<file path="src/rtl/bg_fill_sequencer.sv">
// Per-line background fill scheduler: walks one line of pixels, classifies each into
// sky/grass/ground and fetches bit-packed grass indices from the pattern ROM.
module bg_fill_sequencer #(
   parameter int H_ACTIVE  = 640,
   parameter int V_ACTIVE  = 480,
   parameter int SKY_END   = 300,
   parameter int GRASS_END = 400,
   parameter int GRASS_W   = 52,
   parameter int GRASS_BPP = 3,
   parameter int ADDR_W    = 15
) (
   input  logic              clk,
   input  logic              reset,
   input  logic              line_start,
   input  logic [9:0]        line_y,
   output logic              rom_req,
   output logic [ADDR_W-1:0] rom_addr,
   input  logic              rom_ack,
   input  logic [2:0]        rom_data,
   output logic              pix_valid,
   input  logic              pix_ready,
   output logic [9:0]        pix_x,
   output logic [9:0]        pix_y,
   output logic [1:0]        region,
   output logic [2:0]        grass_idx,
   output logic              busy,
   output logic              line_done,
   output logic              overrun
);
   // state | meaning
   // IDLE  | waiting for line_start
   // LOAD  | derive region and grass row base for the latched line
   // FETCH | grass ROM read outstanding for the current pixel
   // EMIT  | pixel beat offered downstream
   // DONE  | last pixel accepted, line_done pulse
   typedef enum logic [2:0] {S_IDLE, S_LOAD, S_FETCH, S_EMIT, S_DONE} state_t;

   localparam logic [ADDR_W-1:0] ROW_BITS = ADDR_W'(GRASS_W * GRASS_BPP);
   localparam logic [ADDR_W-1:0] COL_LAST = ADDR_W'((GRASS_W - 1) * GRASS_BPP);
   localparam logic [ADDR_W-1:0] COL_STEP = ADDR_W'(GRASS_BPP);
   localparam logic [9:0]        Y_LIMIT  = 10'(V_ACTIVE);
   localparam logic [9:0]        Y_SKY    = 10'(SKY_END);
   localparam logic [9:0]        Y_GRASS  = 10'(GRASS_END);
   localparam logic [9:0]        X_LAST   = 10'(H_ACTIVE - 1);

   state_t              state_q, state_d;
   logic [9:0]          x_q, x_d, y_q, y_d;
   logic [1:0]          region_q, region_d;
   logic [ADDR_W-1:0]   rowbase_q, rowbase_d, col_off_q, col_off_d;
   logic [ADDR_W-1:0]   rom_addr_q, rom_addr_d;
   logic [2:0]          grass_idx_q, grass_idx_d;
   logic                rom_req_q, rom_req_d, pix_valid_q, pix_valid_d;
   logic                busy_q, busy_d, line_done_q, line_done_d, overrun_q, overrun_d;
   logic [ADDR_W-1:0]   dy, rowbase_c, col_next;

   always_comb begin
      state_d     = state_q;
      x_d         = x_q;
      y_d         = y_q;
      region_d    = region_q;
      rowbase_d   = rowbase_q;
      col_off_d   = col_off_q;
      rom_addr_d  = rom_addr_q;
      grass_idx_d = grass_idx_q;
      rom_req_d   = rom_req_q;
      pix_valid_d = pix_valid_q;
      busy_d      = busy_q;
      line_done_d = 1'b0;
      overrun_d   = overrun_q;

      // Only meaningful inside the grass band; wraps harmlessly elsewhere.
      dy        = ADDR_W'(y_q) - ADDR_W'(Y_SKY);
      rowbase_c = dy * ROW_BITS;
      col_next  = (col_off_q == COL_LAST) ? '0 : col_off_q + COL_STEP;

      if (line_start && state_q != S_IDLE) overrun_d = 1'b1;

      case (state_q)
         S_IDLE: begin
            if (line_start) begin
               if (line_y < Y_LIMIT) begin
                  y_d     = line_y;
                  x_d     = '0;
                  busy_d  = 1'b1;
                  state_d = S_LOAD;
               end else begin
                  overrun_d = 1'b1;
               end
            end
         end
         S_LOAD: begin
            grass_idx_d = '0;
            rowbase_d   = rowbase_c;
            col_off_d   = COL_LAST;
            if (y_q < Y_SKY)        region_d = 2'd0;
            else if (y_q < Y_GRASS) region_d = 2'd1;
            else                    region_d = 2'd2;
            if (y_q >= Y_SKY && y_q < Y_GRASS) begin
               rom_req_d  = 1'b1;
               rom_addr_d = rowbase_c + COL_LAST;
               state_d    = S_FETCH;
            end else begin
               pix_valid_d = 1'b1;
               state_d     = S_EMIT;
            end
         end
         S_FETCH: begin
            if (rom_ack) begin
               grass_idx_d = rom_data;
               rom_req_d   = 1'b0;
               pix_valid_d = 1'b1;
               state_d     = S_EMIT;
            end
         end
         S_EMIT: begin
            if (pix_ready) begin
               if (x_q == X_LAST) begin
                  pix_valid_d = 1'b0;
                  line_done_d = 1'b1;
                  state_d     = S_DONE;
               end else begin
                  x_d       = x_q + 10'd1;
                  col_off_d = col_next;
                  if (region_q == 2'd1) begin
                     pix_valid_d = 1'b0;
                     rom_req_d   = 1'b1;
                     rom_addr_d  = rowbase_q + col_next;
                     state_d     = S_FETCH;
                  end
               end
            end
         end
         S_DONE: begin
            busy_d  = 1'b0;
            state_d = S_IDLE;
         end
         default: state_d = S_IDLE;
      endcase
   end

   always_ff @(posedge clk) begin
      if (reset) begin
         state_q     <= S_IDLE;
         x_q         <= '0;
         y_q         <= '0;
         region_q    <= '0;
         rowbase_q   <= '0;
         col_off_q   <= '0;
         rom_addr_q  <= '0;
         grass_idx_q <= '0;
         rom_req_q   <= 1'b0;
         pix_valid_q <= 1'b0;
         busy_q      <= 1'b0;
         line_done_q <= 1'b0;
         overrun_q   <= 1'b0;
      end else begin
         state_q     <= state_d;
         x_q         <= x_d;
         y_q         <= y_d;
         region_q    <= region_d;
         rowbase_q   <= rowbase_d;
         col_off_q   <= col_off_d;
         rom_addr_q  <= rom_addr_d;
         grass_idx_q <= grass_idx_d;
         rom_req_q   <= rom_req_d;
         pix_valid_q <= pix_valid_d;
         busy_q      <= busy_d;
         line_done_q <= line_done_d;
         overrun_q   <= overrun_d;
      end
   end

   assign rom_req   = rom_req_q;
   assign rom_addr  = rom_addr_q;
   assign pix_valid = pix_valid_q;
   assign pix_x     = x_q;
   assign pix_y     = y_q;
   assign region    = region_q;
   assign grass_idx = grass_idx_q;
   assign busy      = busy_q;
   assign line_done = line_done_q;
   assign overrun   = overrun_q;

endmodule
</file>
<file path="config.mk">
export PLATFORM = sky130hd
export DESIGN_NAME = bg_fill_sequencer
export DESIGN_NICKNAME = d
export VERILOG_FILES = /design/src/rtl/bg_fill_sequencer.sv
export SDC_FILE = /design/constraint.sdc
export NUM_CORES = 1
export LEC_CHECK = 0
export CAP_MARGIN = 10
export CORE_ASPECT_RATIO = 1.5
export CORE_MARGIN = 2
export CORE_UTILIZATION = 30
export CTS_CLUSTER_DIAMETER = 120
export DETAILED_ROUTE_END_ITERATION = 7
export GPL_TIMING_DRIVEN = 0
export PLACE_DENSITY = 0.49
export SETUP_SLACK_MARGIN = 0.1
export SYNTH_ARGS = -nofsm -noshare
export SYNTH_HDL_FRONTEND = slang
export SYNTH_SLANG_ARGS = --single-unit
</file>
<file path="constraint.sdc">
create_clock -name clk -period 5.05 [get_ports clk]
set_input_delay 1.2625 -clock clk [delete_from_list [all_inputs] [get_ports clk]]
set_output_delay 1.2625 -clock clk [all_outputs]
set_load 0.01 [all_outputs]
</file>
# Word-level counts from Yosys, hierarchy flattened
# Index checks and enable logic that the tools add are counted.
[word_totals] ff_bits=76 inputBits=18 output_inout_bits=45
[op_classes] addsub=5 multipliers=1 magnitude_cmp=4 eq_ne=16 mux=46 bitwise_logic=2 reduce_logical=19
[ops] op="15-bit two-way mux" count=7
[ops] op="15-bit one-hot mux with 2 select lines" count=2
[ops] op="10-bit two-way mux" count=4
[ops] op="10-bit by 9-bit < comparator with 1-bit output, second input constant" count=3
[ops] op="3-bit two-way mux" count=7
[ops] op="10-bit one-hot mux with 2 select lines" count=1
[ops] op="5-bit AND reduction" count=4
[ops] op="1-bit two-way mux" count=18
[ops] op="2-bit inequality test, second input constant" count=8
[ops] op="15-bit adder" count=1
[ops] op="15-bit by 2-bit adder with 15-bit output, second input constant" count=1
[ops] op="15-bit by 8-bit adder with 15-bit output, second input constant" count=1
[ops] op="15-bit by 8-bit == test with 1-bit output, second input constant" count=1
[ops] op="15-bit by 6-bit multiplier with 13-bit output, second input constant" count=1
[ops] op="3-bit one-hot mux with 4 select lines" count=1
[ops] op="10-bit by 9-bit subtractor with 11-bit output, second input constant" count=1
[ops] op="10-bit by 1-bit adder with 10-bit output, second input constant" count=1
[ops] op="10-bit == test, second input constant" count=1
[ops] op="10-bit by 9-bit >= comparator with 1-bit output, second input constant" count=1
[ops] op="3-bit AND reduction" count=3
[ops] op="2-bit nonzero test" count=4
[ops] op="3-bit by 2-bit == test with 1-bit output, second input constant" count=2
[ops] op="1-bit one-hot mux with 3 select lines" count=2
[ops] op="3-bit one-hot mux with 2 select lines" count=1
[ops] op="other kinds (13)" count=17

# Logic depth before layout (Yosys ltp)
[logic_depth] ltp_word=7 mapped_depth=19 depth_no_buf=18

# Least setup slack after synthesis
# OpenSTA, ideal clock, no wires.
[synth_path] path_type="register to register" start="register y_q[2] (netlist: pix_y[2])" end="register rom_addr_q[14] (netlist: rom_addr[14])" setup_ns=0.088 t_arrival_ns=4.671 required_time_ns=4.962 slack_ns=0.291 stages_incl_launch_ff=19 n_path_buf=1 period_less_slack_ns=4.759 cell_sequence="dfxtp_1 > clkbuf_1 > a21oi_1 > o21ai_0 > nand2_1 > xnor2_1 > xor2_1 > ha_1 > ha_1 > inv_1 > fa_1 > inv_1 > ha_1 > or3_1 > or3_1 > a21bo_4 > a211o_1 > or3_1 > a311oi_2"
[synth_via] elab_chain_len=5
[synth_lines] item="start: declaration" line_no="47" rtl="logic [9:0] x_q, x_d, y_q, y_d;"
[synth_lines] item="start signal: assignment" line_no="159" rtl="y_q <= y_d;"
[synth_lines] item="10-bit by 9-bit subtractor with 11-bit output" line_no="72" rtl="dy = ADDR_W'(y_q) - ADDR_W'(Y_SKY);"
[synth_lines] item="15-bit by 6-bit multiplier with 13-bit output" line_no="73" rtl="rowbase_c = dy * ROW_BITS;"
[synth_lines] item="15-bit by 8-bit adder with 15-bit output" line_no="100" rtl="rom_addr_d = rowbase_c + COL_LAST;"
[synth_lines] item="15-bit two-way mux" line_no="98" rtl="if (y_q >= Y_SKY && y_q < Y_GRASS) begin"
[synth_lines] item="15-bit one-hot mux with 2 select lines" line_no="78" rtl="case (state_q)"
[synth_lines] item="end signal: assignment" line_no="163" rtl="rom_addr_q <= rom_addr_d;"
[synth_lines] item="end: declaration" line_no="50" rtl="logic [ADDR_W-1:0] rom_addr_q, rom_addr_d;"
# Several ways; a longest one is shown, not always the timed one. The select of a mux whose other input is x is not followed.
# A chain may end at the register's enable or synchronous reset.

# Worst setup path after layout
# Same ends and word-level chain as after synthesis.

==> implementation parameters <==
Parameter                              Value

Run status
  Run status    finished, final reports clean

Logic synthesis
  Mean cell area of the mapped netlist    8.02 um^2
  Register bit count reported by yosys    76
  Netlist area before placement    5270 um^2
  FFs w/ async S/R, synth    0
  Synth cell types    65
  Post-Syn Instances    657
  Yosys warns    0
  Sequential cell area fraction in the yosys report    0.289
  Number of flops mapped to enable cells by yosys    0
  Synthesized Nets    728
  Flip-flop cell with the highest count after synthesis    dfxtp_1

STA
  Post-route worst setup slack    0.272 ns
  Max Slew Vio Count    0
  Unrepaired setup endpoints after global routing    no
  Final cycle utilization of the critical path    0.946
  Transition time at the pin with the least slew margin    1.13 ns
  Final total negative setup slack    0 ns
  Total setup violations reported at the end of the flow    0
  Final Hold Slack    0.462 ns
  Worst slew margin    0.237
  Fmax    209 MHz
  Clock Skews    0.0113 ns
  Final hold vios    0
  Minimum clock period    4.78 ns

Pwr
  Total chip power    4.14 mW
  Fraction of power consumed by sequential logic    0.199
  Clock power share    0.161
  Power Density    619 nW/um^2
  VDD IR-drop max    0.400 mV
  Internal power    2.31 mW
  Switching Fraction    0.442
  Combinational share of power    0.640
  Net switching power    1.83 mW
  Static leakage power    2.63 nW

Routing
  Number of search-and-repair iterations in the first detailed-routing pass    5
  WL per Instance    16.7 um
  DRT iter0 DRCs    181
  Count of antenna-violating nets left after detailed routing    0
  Post-detailed-routing wire length    16000 um
  Number of vias after detailed routing    4866
  DRC Markers    0
  Drt via density    5.09

Floorplanning
  Initial Util    0.305
  Die Wd    112 um
  Std-Cell Rows    59
  Num ports    63
  Die Outline Area    18700 um^2
  Overall die height    166 um
  Area of the core    17300 um^2

Clock tree
  CTS buffer count    9
  Clock root buffer master    clkbuf_16
  Clock-pin transition on the worst setup and hold timing paths    0.06 ns
  Num Clock Sinks    76
  Number of H-tree branching levels    3
  Maximum number of buffers from clock root to sink    2
  TritonCTS clock tree    done
  Clock network latency to the later pin of the worst-skew pair    0.34 ns

Global routing
  Maximum number of pins on one net before global-route repair    14
  Global-route wire length before repair    25400 um
  Vias in the first global route    4983
  Global route overflow    0
  Global Route Usage Sum    0.171
  Initial antenna violation count    0

Critical path
  R2r worst-path depth    16
  Max FO, Critical Path    7
  Reg2Reg Capture Point    rom_addr[14]
  Worst r2r src    pix_y[2]
  Critical Path Start    pix_y[2]
  Critical Path Sink Type    flip-flop
  Required @ worst endpoint    5.30 ns
  CP Capture Point    rom_addr[14]
  Critical Path AT    5.03 ns
  Reg-to-reg setup timing slack    0.27 ns
  WS Path Type    flip-flop to flip-flop
  Crit start category    flip-flop

Cells and area
  Most frequent cells in the layout    nor2_1, dfxtp_1, nand2_1
  Layout cells sized above 1    0.0915
  Leading cell type in the layout, fill and taps excluded    nor2_1
  Post-route core utilization    0.387
  P&R area growth vs syn    26.9%
  Final-stage net count    810
  Diodes inserted    0

Place
  DP HPWL    12400 um
  IO buf count    61
  RePlAce Congestion    0.851
  Worst-case setup slack after placement    -0.273 ns

Worst hold path
  Hold Path Class    flip-flop to flip-flop

Run
  Maximum Capacitance Violations    0
[state kept, by name, summed over array words and instances, names as in the netlist]
signal,count
overrun,1
rowbase_q,13
grass_idx,3
pix_x,10
col_off_q,15
state_q,3
rom_addr,15
busy,1
pix_y,10
rom_req,1
pix_valid,1
line_done,1
region,2
[layer usage]
metal / up-vias / wire length, um / global-route usage
met5: - / 0 / 0
met4: 0 / 808 / 0.0965
met3: 37 / 398 / 0.0259
met2: 86 / 8310 / 0.309
met1: 2299 / 6440 / 0.187
li1: 2444 / - / -
[power groups by stage]
stage / Clock (mW) / Sequential, mW / Combinational (mW)
detailed placement: 0 / 0.832 / 2.50
global route: 0.710 / 0.841 / 2.96
finish: 0.665 / 0.824 / 2.65
floorplan: 0 / 0.832 / 1.84
CTS: 0.682 / 0.821 / 2.54
global placement: 0 / 0.830 / 2.46
[per-stage QoR]
step | instance area [um^2] | std cells
2_1_floorplan | 5270 | 657
3_3_place_gp | 6140 | 931
3_5_place_dp | 6140 | 931
4_1_cts | 6540 | 950
5_1_grt | 6680 | 956
6_report | 6680 | 956
[logic make-up after synthesis]
group / Yosys count / share of synthesized area
compound gates: 148 / 0.182
xor+xnor: 54 / 0.0898
fa+ha+maj: 53 / 0.143
buf+inv: 72 / 0.0568
flops: 76 / 0.289
mux: 11 / 0.0209
simple gates: 243 / 0.219
[cells in the mapped netlist (3+ instances only)]
| library cell | n | area (um^2) |
|---|---|---|
| o31ai_1 | 3 | 22.5 |
| fa_1 | 12 | 240 |
| nor2b_1 | 7 | 43.8 |
| or2_2 | 3 | 18.8 |
| o21ai_0 | 26 | 130 |
| xnor2_1 | 32 | 280 |
| a21oi_1 | 56 | 280 |
| and3_1 | 4 | 25.0 |
| nor2_1 | 79 | 297 |
| nor3_1 | 13 | 65.1 |
| dfxtp_1 | 76 | 1520 |
| a211o_1 | 4 | 35.0 |
| or3_1 | 10 | 62.6 |
| a31oi_1 | 3 | 18.8 |
| a211oi_2 | 3 | 37.5 |
| nand4_1 | 4 | 25.0 |
| ha_1 | 41 | 513 |
| a22oi_1 | 5 | 37.5 |
| a211oi_1 | 4 | 30.0 |
| nor4_1 | 4 | 25.0 |
| nand3_1 | 24 | 120 |
| nand3b_1 | 6 | 45.0 |
| o211ai_1 | 7 | 52.6 |
| o22ai_1 | 6 | 37.5 |
| nand2b_1 | 4 | 25.0 |
| clkbuf_1 | 21 | 78.8 |
| o21bai_1 | 3 | 22.5 |
| mux2i_1 | 11 | 110 |
| a41oi_1 | 3 | 26.3 |
| xor2_1 | 22 | 193 |
| inv_1 | 43 | 161 |
| and2_1 | 3 | 18.8 |
| o21a_1 | 3 | 22.5 |
| and4_1 | 3 | 26.3 |
| nand2_1 | 68 | 255 |
[worst min-delay path by stage]
stage | startpoint | endpoint | slack, ns | depth (start not counted)
global placement | rom_addr[3] | rom_addr[3] | 0.44 | 2
detailed placement | rom_addr[3] | rom_addr[3] | 0.45 | 2
CTS | rom_addr[3] | rom_addr[3] | 0.46 | 2
global route | rom_addr[3] | rom_addr[3] | 0.48 | 2
finish | rom_addr[3] | rom_addr[3] | 0.46 | 2
floorplan | rowbase_q[10] | rowbase_q[10] | 0.44 | 2
[layout make-up]
type | count | area [um^2]
plain buffers | 29 | 146
clock buffers | 10 | 239
clock inverters | 5 | 60.1
fillers | 1824 | 10600
inverters | 43 | 161
multi-input cells | 509 | 3590
flip-flops and latches | 76 | 1530
well taps | 213 | 267
repair buffers | 71 | 686
[repair_timing]
item,in CTS,in global routing
pin swaps,1,7
buffers inserted,4,6
hold buffers,0,0
setup endpoints to repair,3,2
resized for setup,16,20
[critical path: stages, from the launching register on]
cell      delay, ns
dfxtp_2        0.34
buf_6          0.15
a21oi_4        0.18
o21bai_1       0.14
xnor2_2        0.34
fa_1           0.48
ha_1           0.29
inv_1          0.05
fa_1           0.53
inv_1          0.04
ha_1           0.35
o2111a_1       0.20
o31a_1         0.32
or3_4          0.41
a211o_1        0.27
or3_1          0.37
a311oi_2       0.23
No activity file was read; power rests on OpenSTA's default activity.
